==> src/rtl/spi_master_injector.sv <==
// SPI mode-0 initiator that originates transactions toward the slave from a valid/ready word stream.
// Build option SPI_LSB_FIRST_EN: shift LSB first in both directions (default is MSB first).
module spi_master_injector #(
  parameter int unsigned DATA_SIZE = 8,
  parameter int unsigned CLK_DIV   = 6
) (
  input  logic                 sys_clk,
  input  logic                 rst,
  input  logic [DATA_SIZE-1:0] tx_data,
  input  logic                 tx_last,
  input  logic                 tx_valid,
  output logic                 tx_ready,
  output logic [DATA_SIZE-1:0] rx_data,
  output logic                 rx_valid,
  output logic                 busy,
  input  logic                 miso_in,
  output logic                 mosi_out,
  output logic                 sclk_out,
  output logic                 ss_out
);

  localparam int unsigned CNT_W = $clog2(DATA_SIZE + 1);
  localparam int unsigned DIV_W = $clog2(CLK_DIV + 1);
  localparam logic [DIV_W-1:0] DIV_RELOAD = DIV_W'(CLK_DIV - 1);
  localparam logic [CNT_W-1:0] WORD_BITS  = CNT_W'(DATA_SIZE);

  typedef enum logic [2:0] {
    IDLE,
    LOW,
    HIGH,
    WDONE,
    HOLD,
    GAP
  } state_e;

  state_e               state_q;
  logic [DATA_SIZE-1:0] tx_shift_q, tx_shift_d;
  logic [DATA_SIZE-1:0] rx_shift_q, rx_shift_d;
  logic [DATA_SIZE-1:0] rx_data_q;
  logic [CNT_W-1:0]     bit_cnt_q;
  logic [DIV_W-1:0]     div_q;
  logic                 last_q, sclk_q, ss_q, rx_valid_q, tx_ready_q, busy_q;
  logic                 div_done, handshake;

  assign div_done  = (div_q == '0);
  assign handshake = tx_valid && tx_ready_q;

  // mosi is the outgoing end of the tx shift register, so it is a flop output too.
`ifdef SPI_LSB_FIRST_EN
  assign tx_shift_d = {1'b0, tx_shift_q[DATA_SIZE-1:1]};
  assign rx_shift_d = {miso_in, rx_shift_q[DATA_SIZE-1:1]};
  assign mosi_out   = tx_shift_q[0];
`else
  assign tx_shift_d = {tx_shift_q[DATA_SIZE-2:0], 1'b0};
  assign rx_shift_d = {rx_shift_q[DATA_SIZE-2:0], miso_in};
  assign mosi_out   = tx_shift_q[DATA_SIZE-1];
`endif

  always_ff @(posedge sys_clk or negedge rst) begin
    // NOTE: data registers are reset as well, so rx_data and mosi have defined values before the first word.
    if (!rst) begin
      state_q    <= IDLE;
      tx_shift_q <= '0;
      rx_shift_q <= '0;
      rx_data_q  <= '0;
      bit_cnt_q  <= '0;
      div_q      <= '0;
      last_q     <= 1'b0;
      sclk_q     <= 1'b0;
      ss_q       <= 1'b1;
      rx_valid_q <= 1'b0;
      tx_ready_q <= 1'b0;
      busy_q     <= 1'b0;
    end else begin
      // NOTE: non-blocking assignments make every branch below see pre-edge values;
      // the default here turns rx_valid into a single-cycle pulse.
      rx_valid_q <= 1'b0;
      unique case (state_q)
        IDLE, WDONE: begin
          if (handshake) begin
            tx_shift_q <= tx_data;
            last_q     <= tx_last;
            bit_cnt_q  <= '0;
            div_q      <= DIV_RELOAD;
            ss_q       <= 1'b0;
            tx_ready_q <= 1'b0;
            busy_q     <= 1'b1;
            state_q    <= LOW;
          end else begin
            tx_ready_q <= 1'b1;
          end
        end
        LOW: begin
          if (div_done) begin
            sclk_q     <= 1'b1;
            rx_shift_q <= rx_shift_d;
            bit_cnt_q  <= bit_cnt_q + CNT_W'(1);
            div_q      <= DIV_RELOAD;
            state_q    <= HIGH;
          end else begin
            div_q <= div_q - DIV_W'(1);
          end
        end
        HIGH: begin
          if (div_done) begin
            sclk_q <= 1'b0;
            div_q  <= DIV_RELOAD;
            if (bit_cnt_q == WORD_BITS) begin
              rx_data_q  <= rx_shift_q;
              rx_valid_q <= 1'b1;
              // A final word heads straight for deselect; otherwise park with ss held low.
              if (last_q) begin
                state_q <= HOLD;
              end else begin
                tx_ready_q <= 1'b1;
                state_q    <= WDONE;
              end
            end else begin
              tx_shift_q <= tx_shift_d;
              state_q    <= LOW;
            end
          end else begin
            div_q <= div_q - DIV_W'(1);
          end
        end
        HOLD: begin
          if (div_done) begin
            ss_q    <= 1'b1;
            div_q   <= DIV_RELOAD;
            state_q <= GAP;
          end else begin
            div_q <= div_q - DIV_W'(1);
          end
        end
        GAP: begin
          if (div_done) begin
            busy_q     <= 1'b0;
            tx_ready_q <= 1'b1;
            state_q    <= IDLE;
          end else begin
            div_q <= div_q - DIV_W'(1);
          end
        end
        default: state_q <= IDLE;
      endcase
    end
  end

  assign tx_ready = tx_ready_q;
  assign rx_data  = rx_data_q;
  assign rx_valid = rx_valid_q;
  assign busy     = busy_q;
  assign sclk_out = sclk_q;
  assign ss_out   = ss_q;

endmodule
==> config.mk <==
export PLATFORM = sky130hd
export DESIGN_NAME = spi_master_injector
export DESIGN_NICKNAME = d
export VERILOG_FILES = /design/src/rtl/spi_master_injector.sv
export SDC_FILE = /design/constraint.sdc
export NUM_CORES = 1
export LEC_CHECK = 0
export ABC_AREA = 1
export CAP_MARGIN = 20
export CORE_ASPECT_RATIO = 0.8
export CORE_UTILIZATION = 38
export DETAILED_ROUTE_END_ITERATION = 10
export GPL_TIMING_DRIVEN = 0
export HOLD_SLACK_MARGIN = 0.1
export RECOVER_POWER = 50
export SLEW_MARGIN = 20
export SYNTH_ARGS = -nofsm -noshare
export SYNTH_HDL_FRONTEND = slang
export SYNTH_SLANG_ARGS = --single-unit
==> constraint.sdc <==
create_clock -name sys_clk -period 2.1 [get_ports sys_clk]
set_clock_uncertainty 0.2 [all_clocks]
set_input_delay 0.21 -clock sys_clk [delete_from_list [all_inputs] [get_ports sys_clk]]
set_output_delay 0.21 -clock sys_clk [all_outputs]
set_load 0.1 [all_outputs]
Yosys cells after proc, flatten, opt, wreduce, memory -nomap -nowiden
Cells that the tools add are included.
- $lt $le $gt $ge: 0
- muxes and demuxes: 34
- reduce and logical (&&, ||, !) cells: 23
- div/mod/pow operators: 0
- shift-type cells: 0
- bitwise gates (word level): 0
- equality and inequality tests: 15
- multipliers: 0
- add/subtract/negate cells: 2
- operators with widths (cell ; count):
    3-bit 2-to-1 mux ; 10
    8-bit 2-to-1 mux ; 3
    2-bit != test, second input constant ; 9
    3-bit AND reduction ; 6
    8-bit one-hot mux with 2 select lines ; 1
    3-bit one-hot mux with 5 select lines ; 1
    1-bit 2-to-1 mux ; 11
    5-bit AND reduction ; 2
    2-bit nonzero test ; 5
    3-bit one-hot mux with 3 select lines ; 1
    4-bit 2-to-1 mux ; 2
    4-bit one-hot mux with 2 select lines ; 1
    3-bit by 2-bit equality test with 1-bit output, second input constant ; 2
    3-bit equality test, second input constant ; 2
    3-bit logical NOT ; 2
    1-bit one-hot mux with 2 select lines ; 3
    3-bit nonzero test ; 2
    4-bit by 1-bit adder with 4-bit output, second input constant ; 1
    4-bit equality test, second input constant ; 1
    2-bit AND reduction ; 2
    4-bit AND reduction ; 1
    3-bit by 1-bit equality test with 1-bit output, second input constant ; 1
    1-bit one-hot mux with 3 select lines ; 1
    3-bit OR reduction ; 1
    3 further kinds ; 3
- bits in read-only memories: 0
- memories: 0
- logic and storage cells: 86
- bits in writable memories: 0
- bits in latches: 0
- bits of input ports: 13
- register bits: 40

Depth between registers and ports, before layout
Gate-level depths: netlist of the first run.
- word-level depth: 4
- depth in mapped cells: 10
- depth with buffers taken out: 10

Least setup slack after synthesis of the first run
Ideal clock, no wire load.
- path kind: register to register
- start point: register tx_ready_q, in the netlist tx_ready
- end point: register tx_shift_q[7]
- slack: 180 ps
- buffers on the path: 1
- data arrival time: 1596 ps
- stages on the path, launching flop included: 7
- data required time: 1777 ps
- cells stage by stage: dfrtp_1 -> nand2_1 -> nand2_2 -> nand3_4 -> buf_6 -> nand2_1 -> o21ai_2
- cells in the longest elaborated chain, start to end: 3
- RTL lines (item ; RTL line ; text):
    from (decl) ; 42 ; logic last_q, sclk_q, ss_q, rx_valid_q, tx_ready_q, busy_q;
    from (signal assigned) ; 72 ; tx_ready_q <= 1'b0;
    from (signal assigned) ; 86 ; tx_ready_q <= 1'b0;
    from (signal assigned) ; 90 ; tx_ready_q <= 1'b1;
    1-bit logical AND ; 46 ; assign handshake = tx_valid && tx_ready_q;
    2-bit != test (no source line) ; -- ;
    4-bit AND reduction (no source line) ; -- ;
    to (signal assigned) ; 81 ; tx_shift_q <= tx_data;
    to (signal assigned) ; 119 ; tx_shift_q <= tx_shift_d;
    to (decl) ; 37 ; logic [DATA_SIZE-1:0] tx_shift_q, tx_shift_d;
Every way passes these cells.
A chain may end at the register's enable or synchronous reset.

Worst setup path in the final report of the first run
- start point: register ss_q, in the netlist ss_out
- end point: output ss_out
- RTL lines (item ; RTL line ; text):
    from (decl) ; 42 ;
    from (signal assigned) ; 70 ; ss_q <= 1'b1;
    from (signal assigned) ; 85 ; ss_q <= 1'b0;
    from (signal assigned) ; 128 ; ss_q <= 1'b1;
    to (decl) ; 19 ; output logic ss_out
No word-level cell between the ends.

==> results of run 1 <==
worst max path at each step:
stage / startpoint / to / slack [ns] / cells past startpoint
final: ss_out$_DFFE_PN1P_ / ss_out / 0.05 / 1
after global routing: ss_out$_DFFE_PN1P_ / ss_out / 0.002 / 1
after CTS: ss_out$_DFFE_PN1P_ / ss_out / 0.01 / 1
after detailed placement: ss_out$_DFFE_PN1P_ / ss_out / 0.06 / 1
after global placement: rst / rx_valid$_DFF_PN0_ / -0.47 / 1
after floorplan: tx_ready$_DFFE_PN0P_ / tx_shift_q[7]$_DFFE_PN0P_ / 0.18 / 6
cells in the final DEF, fill, tap and decap left out, drive strengths merged:
master and n:
a21oi 5, dfrtp 39, nor2 20, xor2 1
nand2 78, ha 4, dlygate4sd3 1, inv 26
a31oi 1, nand3b 1, clkdlybuf4s50 11, clkbuf 8
clkinv 3, nand3 17, or2 8, o21a 1
o211ai 1, dfstp 1, clkdlybuf4s15 1, o21ai 39
dlygate4sd2 13, buf 7
flip-flops by register name, indices dropped and copies added (netlist names), 3 cells and up:
name	cells
div_q	3
bit_cnt_q	4
tx_shift_q	8
rx_data	8
state_q	3
rx_shift_q	8
layout make-up:
cell class / instances / share of cell area, %
clock buffer: 5 / 2.76
tap: 62 / 3.12
sequential: 40 / 40.3
multi-input combinational: 176 / 35.9
clock inverter: 3 / 0.754
inverter: 26 / 3.92
timing repair buffer: 28 / 11.1
buffer: 8 / 2.21
metal layers:
layer	share of wire (%)	routed length, um	up-vias	track usage [%]
li1	-	-	865	-
met1	52	2210	759	22.7
met2	43	1810	31	24.1
met3	4.0	169	4	3.86
met4	0.78	33	0	5.72
met5	0	0	-	0
power groups by stage:
| stage | registers (mW) | logic, mW | clock network (mW) |
|---|---|---|---|
| 2_1_floorplan | 1.43 | 1.10 | 0 |
| 3_3_place_gp | 1.12 | 1.79 | 0 |
| 3_5_place_dp | 1.13 | 1.81 | 0 |
| 4_1_cts | 1.11 | 1.78 | 0.518 |
| 5_1_grt | 1.14 | 1.92 | 0.552 |
| 6_report | 1.11 | 1.73 | 0.504 |
kinds of logic (layout without fill, tap and decap cells):
logic type	count (synthesis)	count (layout)	share of synthesized area [%]
buffers and inverters	34	70	7.82
DFF	40	40	48.6
and+or+nand+nor	124	124	27.4
xor gates and xnor gates	1	1	0.425
AOI/OAI and AO/OA	47	47	13.3
adders and majority gates	4	4	2.43
timing repair:
action,4_1_cts,5_1_grt
endpoints found under the setup margin,14,9
hold endpoints to repair,40,0
hold buffers,1,0
gates resized for setup,14,2
through the flow:
step / instance area, sq um / util [%] / worst slack (ns)
5_1_grt: 2490 / 48.6 / 0.00207
2_1_floorplan: 2060 / - / 0.180
3_3_place_gp: 2400 / 46.9 / -0.467
6_report: 2490 / 48.6 / 0.0521
4_1_cts: 2500 / 48.9 / 0.0130
3_5_place_dp: 2420 / 47.3 / 0.0601
==> results.txt, run 1 <==
hold path depth: 3
Hold EP: last_q$_DFFE_PN0P_
top cells by count, synth: nand2_1, dfrtp_1, inv_1, o21ai_1, nor2_1
switching part of the total: 47.8%
footprint of the multi-input gates: 895 sq um
Max Cap Violations: 0
ANT cells: 0
Setup Viol. Count Final: 0
part of the power in registers: 33.1%
Critical Path AT: 1.64 ns
Synth area leaders: dfrtp_1, nand2_1, o21ai_1, inv_1, o21ai_2
largest net degree at the start of global routing: 22
Leak: 1.27 nW
Clk Tree Root Cell: clkbuf_8
vias in the first global route: 1451
Mapped Area: 2060 sq um
GRT Util Overall: 16.0%
Period Utilization, post-route: 97.5%
Via density: 4.77
number of remaining DRC errors: 6
core area: 5120 sq um
filler cell count: 520
via count: 1659
Post-Syn Area per Cell: 8.25 sq um
Slew HR: 12.8%
Mapped Cells: 250
DRT Pass-1 Iters: 7
clock latency at the later pin of the worst-skew pair: 0.29 ns
worst r2r dst: state_q[0]$_DFFE_PN0P_
Yosys warnings: 0
Power Total: 3.34 mW
CP max-delay cell: clkdlybuf4s15_1
Placed Instances: 339
H-tree depth: 2
CTS clk-pin slew, worst paths: 0.08 ns
CP delay by family, top: buffers and inverters
Clock power frac: 15.1%
Die Ht: 67.9 um
RSZ-0062 raised after global routing: no
crit path cell chain: clkdlybuf4s15_1
CTS tree: done
drt first-iter violations: 109
Async S/R FF share, synth: 100%
worst path bufs/invs: 1
failing checks: design-rule violations
max incr delay on CP: 0.82 ns
Cell Int Power: 1.74 mW
Reg2Reg Depth: 8
Syn Nets: 267
CP max FO: 2
global route overflow: 0
P&R area growth vs syn: 20.7%
Non-Filler Instances: 348
maximum root-to-sink buffer count: 2
Worst Path Class, Setup: reg -> out
reg2reg start: state_q[1]$_DFFE_PN0P_
initial core utilization: 40.3%
fmax: 488 MHz
post-synthesis sequential area ratio: 48.6%
number of CTS-inserted buffers: 5
top-count cell post-synth: nand2_1
routability cong.: 0.824
power per cell area: 1340 nW/um^2
share of layout cells above drive strength 1: 16.1%
Worst VDD drop: 831 uV
Hold Fails Final Rpt: 0
Yosys reg bits: 40
CTS Sinks: 40
die area: 5730 sq um
number of max-slew violations in the final report: 0
top_reg_cell synth: dfrtp_1
R2R Setup Slk: 0.25 ns
Hold Slack: 0.266 ns
Worst setup SP type: flop
Comb pwr share: 51.8%
Critical Path RT: 1.69 ns
actual slew at the worst max-slew pin: 1.31 ns
CP Capture Type: primary output
final setup TNS: 0 ns
first-pass GRT wire length: 7020 um
Post-synth EDFFs: 0
FP Rows: 23
io pins: 27
die width: 84.4 um
Final min period: 2.05 ns
Hold WC Path Type: in -> reg
post-CTS setup buffer count: 0
status: complete, but fails checks
share of the synthesized area in the top cell type: 47.3%
I/O Buffers: 26
Routed wire per std cell: 12.1 um
Min-Delay Startpoint: tx_last
dpl hpwl: 3070 um
post-synth top area cell: dfrtp_1
distinct cell type count after synthesis: 29
antenna violations before repair: 0
Final #Nets: 302
Detail Route Antenna Nets: 0
detailed-route wire length: 4220 um
register area: 1000 sq um
Net Sw Power: 1.60 mW
(Power assumes the default switching activity.)
==> inputs of run 2 (changes only) <==
--- a/config.mk
+++ b/config.mk
@@ -13,7 +13,7 @@
 export GPL_TIMING_DRIVEN = 0
 export HOLD_SLACK_MARGIN = 0.1
 export RECOVER_POWER = 50
-export SLEW_MARGIN = 20
+export SLEW_MARGIN = 5
 export SYNTH_ARGS = -nofsm -noshare
 export SYNTH_HDL_FRONTEND = slang
 export SYNTH_SLANG_ARGS = --single-unit
==> results.txt, run 2 (synthesis gave the netlist of run 1 again) <==
worst r2r dst: tx_shift_q[5]$_DFFE_PN0P_ (was state_q[0]$_DFFE_PN0P_)
routability cong.: 0.824 (unchanged)
io pins: 27 (unchanged)
maximum root-to-sink buffer count: 2 (unchanged)
fmax: 488 MHz (about the same)
Net Sw Power: 1.59 mW (was 1.60 mW)
CP Capture Type: primary output (unchanged)
reg2reg start: state_q[1]$_DFFE_PN0P_ (unchanged)
first-pass GRT wire length: 7110 um (was 7020 um)
dpl hpwl: 3010 um (was 3070 um)
number of remaining DRC errors: 6 (unchanged)
final setup margin: 0.0495 ns (was 0.0521 ns)
GRT Util Overall: 16.2% (was 16.0%)
Period Utilization, post-route: 97.6% (was 97.5%)
Detail Route Antenna Nets: 0 (unchanged)
Critical Path AT: 1.64 ns (about the same)
core area: 5120 sq um (unchanged)
antenna violations before repair: 0 (unchanged)
CTS clk-pin slew, worst paths: 0.07 ns (was 0.08 ns)
largest net degree at the start of global routing: 34 (was 22)
hold path depth: 3 (unchanged)
die area: 5730 sq um (unchanged)
Hold WC Path Type: in -> reg (unchanged)
Setup Viol. Count Final: 0 (unchanged)
Reg2Reg Depth: 9 (was 8)
Hold Slack: 0.269 ns (was 0.266 ns)
vias in the first global route: 1481 (was 1451)
CP max-delay cell: clkdlybuf4s15_1 (unchanged)
global route overflow: 0 (unchanged)
Hold EP: last_q$_DFFE_PN0P_ (unchanged)
CP delay by family, top: buffers and inverters (unchanged)
switching part of the total: 48.3% (was 47.8%)
drt first-iter violations: 100 (was 109)
status: complete, but fails checks (unchanged)
Critical Path RT: 1.69 ns (about the same)
Routed wire per std cell: 12.2 um (was 12.1 um)
Die Ht: 67.9 um (unchanged)
final core utilization: 48.3% (was 48.6%)
detailed-route wire length: 4270 um (was 4220 um)
worst path bufs/invs: 1 (unchanged)
pre-CTS setup slack: 0.0586 ns (was 0.0601 ns)
R2R Setup Slk: 0.17 ns (was 0.25 ns)
Clock power frac: 15.3% (was 15.1%)
CP max FO: 2 (unchanged)
Final min period: 2.05 ns (about the same)
Power Total: 3.30 mW (was 3.34 mW)
final setup TNS: 0 ns (unchanged)
actual slew at the worst max-slew pin: 0.971 ns (was 1.31 ns)
commonest non-fill, non-tap cell in the layout: nand2_1 (unchanged)
ANT cells: 0 (unchanged)
Worst VDD drop: 846 uV (was 831 uV)
number of CTS-inserted buffers: 5 (unchanged)
Comb pwr share: 51.0% (was 51.8%)
failing checks: design-rule violations (unchanged)
FP Rows: 23 (unchanged)
Leak: 1.27 nW (about the same)
die width: 84.4 um (unchanged)
H-tree depth: 2 (unchanged)
I/O Buffers: 26 (unchanged)
Final #Nets: 304 (was 302)
Slew HR: 35.5% (was 12.8%)
max incr delay on CP: 0.82 ns (about the same)
via count: 1704 (was 1659)
Max Cap Violations: 0 (unchanged)
Clk Tree Root Cell: clkbuf_8 (unchanged)
initial core utilization: 40.3% (unchanged)
clock latency at the later pin of the worst-skew pair: 0.29 ns (about the same)
CTS tree: done (unchanged)
part of the power in registers: 33.7% (was 33.1%)
Hold Fails Final Rpt: 0 (unchanged)
Worst setup SP type: flop (unchanged)
power per cell area: 1330 nW/um^2 (was 1340 nW/um^2)
Worst Path Class, Setup: reg -> out (unchanged)
RSZ-0062 raised after global routing: no (unchanged)
CTS Sinks: 40 (unchanged)
crit path cell chain: clkdlybuf4s15_1 (unchanged)
DRT Pass-1 Iters: 9 (was 7)
P&R area growth vs syn: 19.9% (was 20.7%)
Via density: 4.87 (was 4.77)
share of layout cells above drive strength 1: 15.6% (was 16.1%)
Min-Delay Startpoint: tx_last (unchanged)
most frequent cells in the layout: nand2_1, dfrtp_1, inv_1, o21ai_1, nor2_1 (unchanged)
number of max-slew violations in the final report: 0 (unchanged)
Cell Int Power: 1.71 mW (was 1.74 mW)
[run 2: cell count changes in the layout (fill, tap and decap cells not counted), sizes merged]
cell         before  now
clkbuf            8   10
dlygate4sd3       1    3
buf               7    5
[run 2: how the worst max path moves through the flow]
| stage | from | to | slack, ns | cells after the start |
|---|---|---|---|---|
| after global routing | ss_out$_DFFE_PN1P_ | ss_out | 0.008 | 1 |
| after CTS | ss_out$_DFFE_PN1P_ | ss_out | 0.01 | 1 |
| after global placement | rst | rx_valid$_DFF_PN0_ | -0.47 | 1 |
| after detailed placement | ss_out$_DFFE_PN1P_ | ss_out | 0.06 | 1 |
| after floorplan | tx_ready$_DFFE_PN0P_ | tx_shift_q[7]$_DFFE_PN0P_ | 0.18 | 6 |
| final | ss_out$_DFFE_PN1P_ | ss_out | 0.05 | 1 |
[run 2: final cells by class]
type,count,area (sq um)
Fill cell,532,2650
Sequential cell,40,1000
Multi-Input combinational cell,176,885
Timing Repair Buffer,30,275
Inverter,26,97.6
Tap cell,62,77.6
Clock buffer,5,68.8
Buffer,8,48.8
Clock inverter,3,18.8
[run 2: repair_timing]
action                                  CTS  global route
pin swaps                                 0             0
buffers inserted                          0             0
endpoints found under the hold margin    40             0
cloned                                    0             0
resized for setup                        14             2
hold buffers                              3             0
endpoints found under the setup margin   14             9
[run 2: power by group through the flow]
| stage | Sequential (mW) | Combinational (mW) | Clock (mW) |
|---|---|---|---|
| after floorplan | 1.43 | 1.10 | 0 |
| after global placement | 1.12 | 1.79 | 0 |
| after detailed placement | 1.13 | 1.81 | 0 |
| after CTS | 1.11 | 1.79 | 0.521 |
| after global routing | 1.14 | 1.88 | 0.548 |
| final | 1.11 | 1.68 | 0.504 |
[run 2: per-stage QoR]
stage	cell area, sq um	std cells
floorplan	2060	250
global placement	2400	338
detailed placement	2420	339
CTS	2520	350
global route	2470	350
finish	2470	350
[run 2: tightest hold or removal path: stages]
cell             delay, ns
clkdlybuf4s50_1       0.39
inv_1                 0.05
o21ai_0               0.07
[run 2: routing by layer]
layer	wire length, um	track usage (%)	vias up	share of wire, %
li1	-	-	873	-
met1	2260	22.5	803	53
met2	1820	25.2	26	43
met3	160	3.74	2	3.7
met4	29	5.30	0	0.68
met5	0	0	-	0
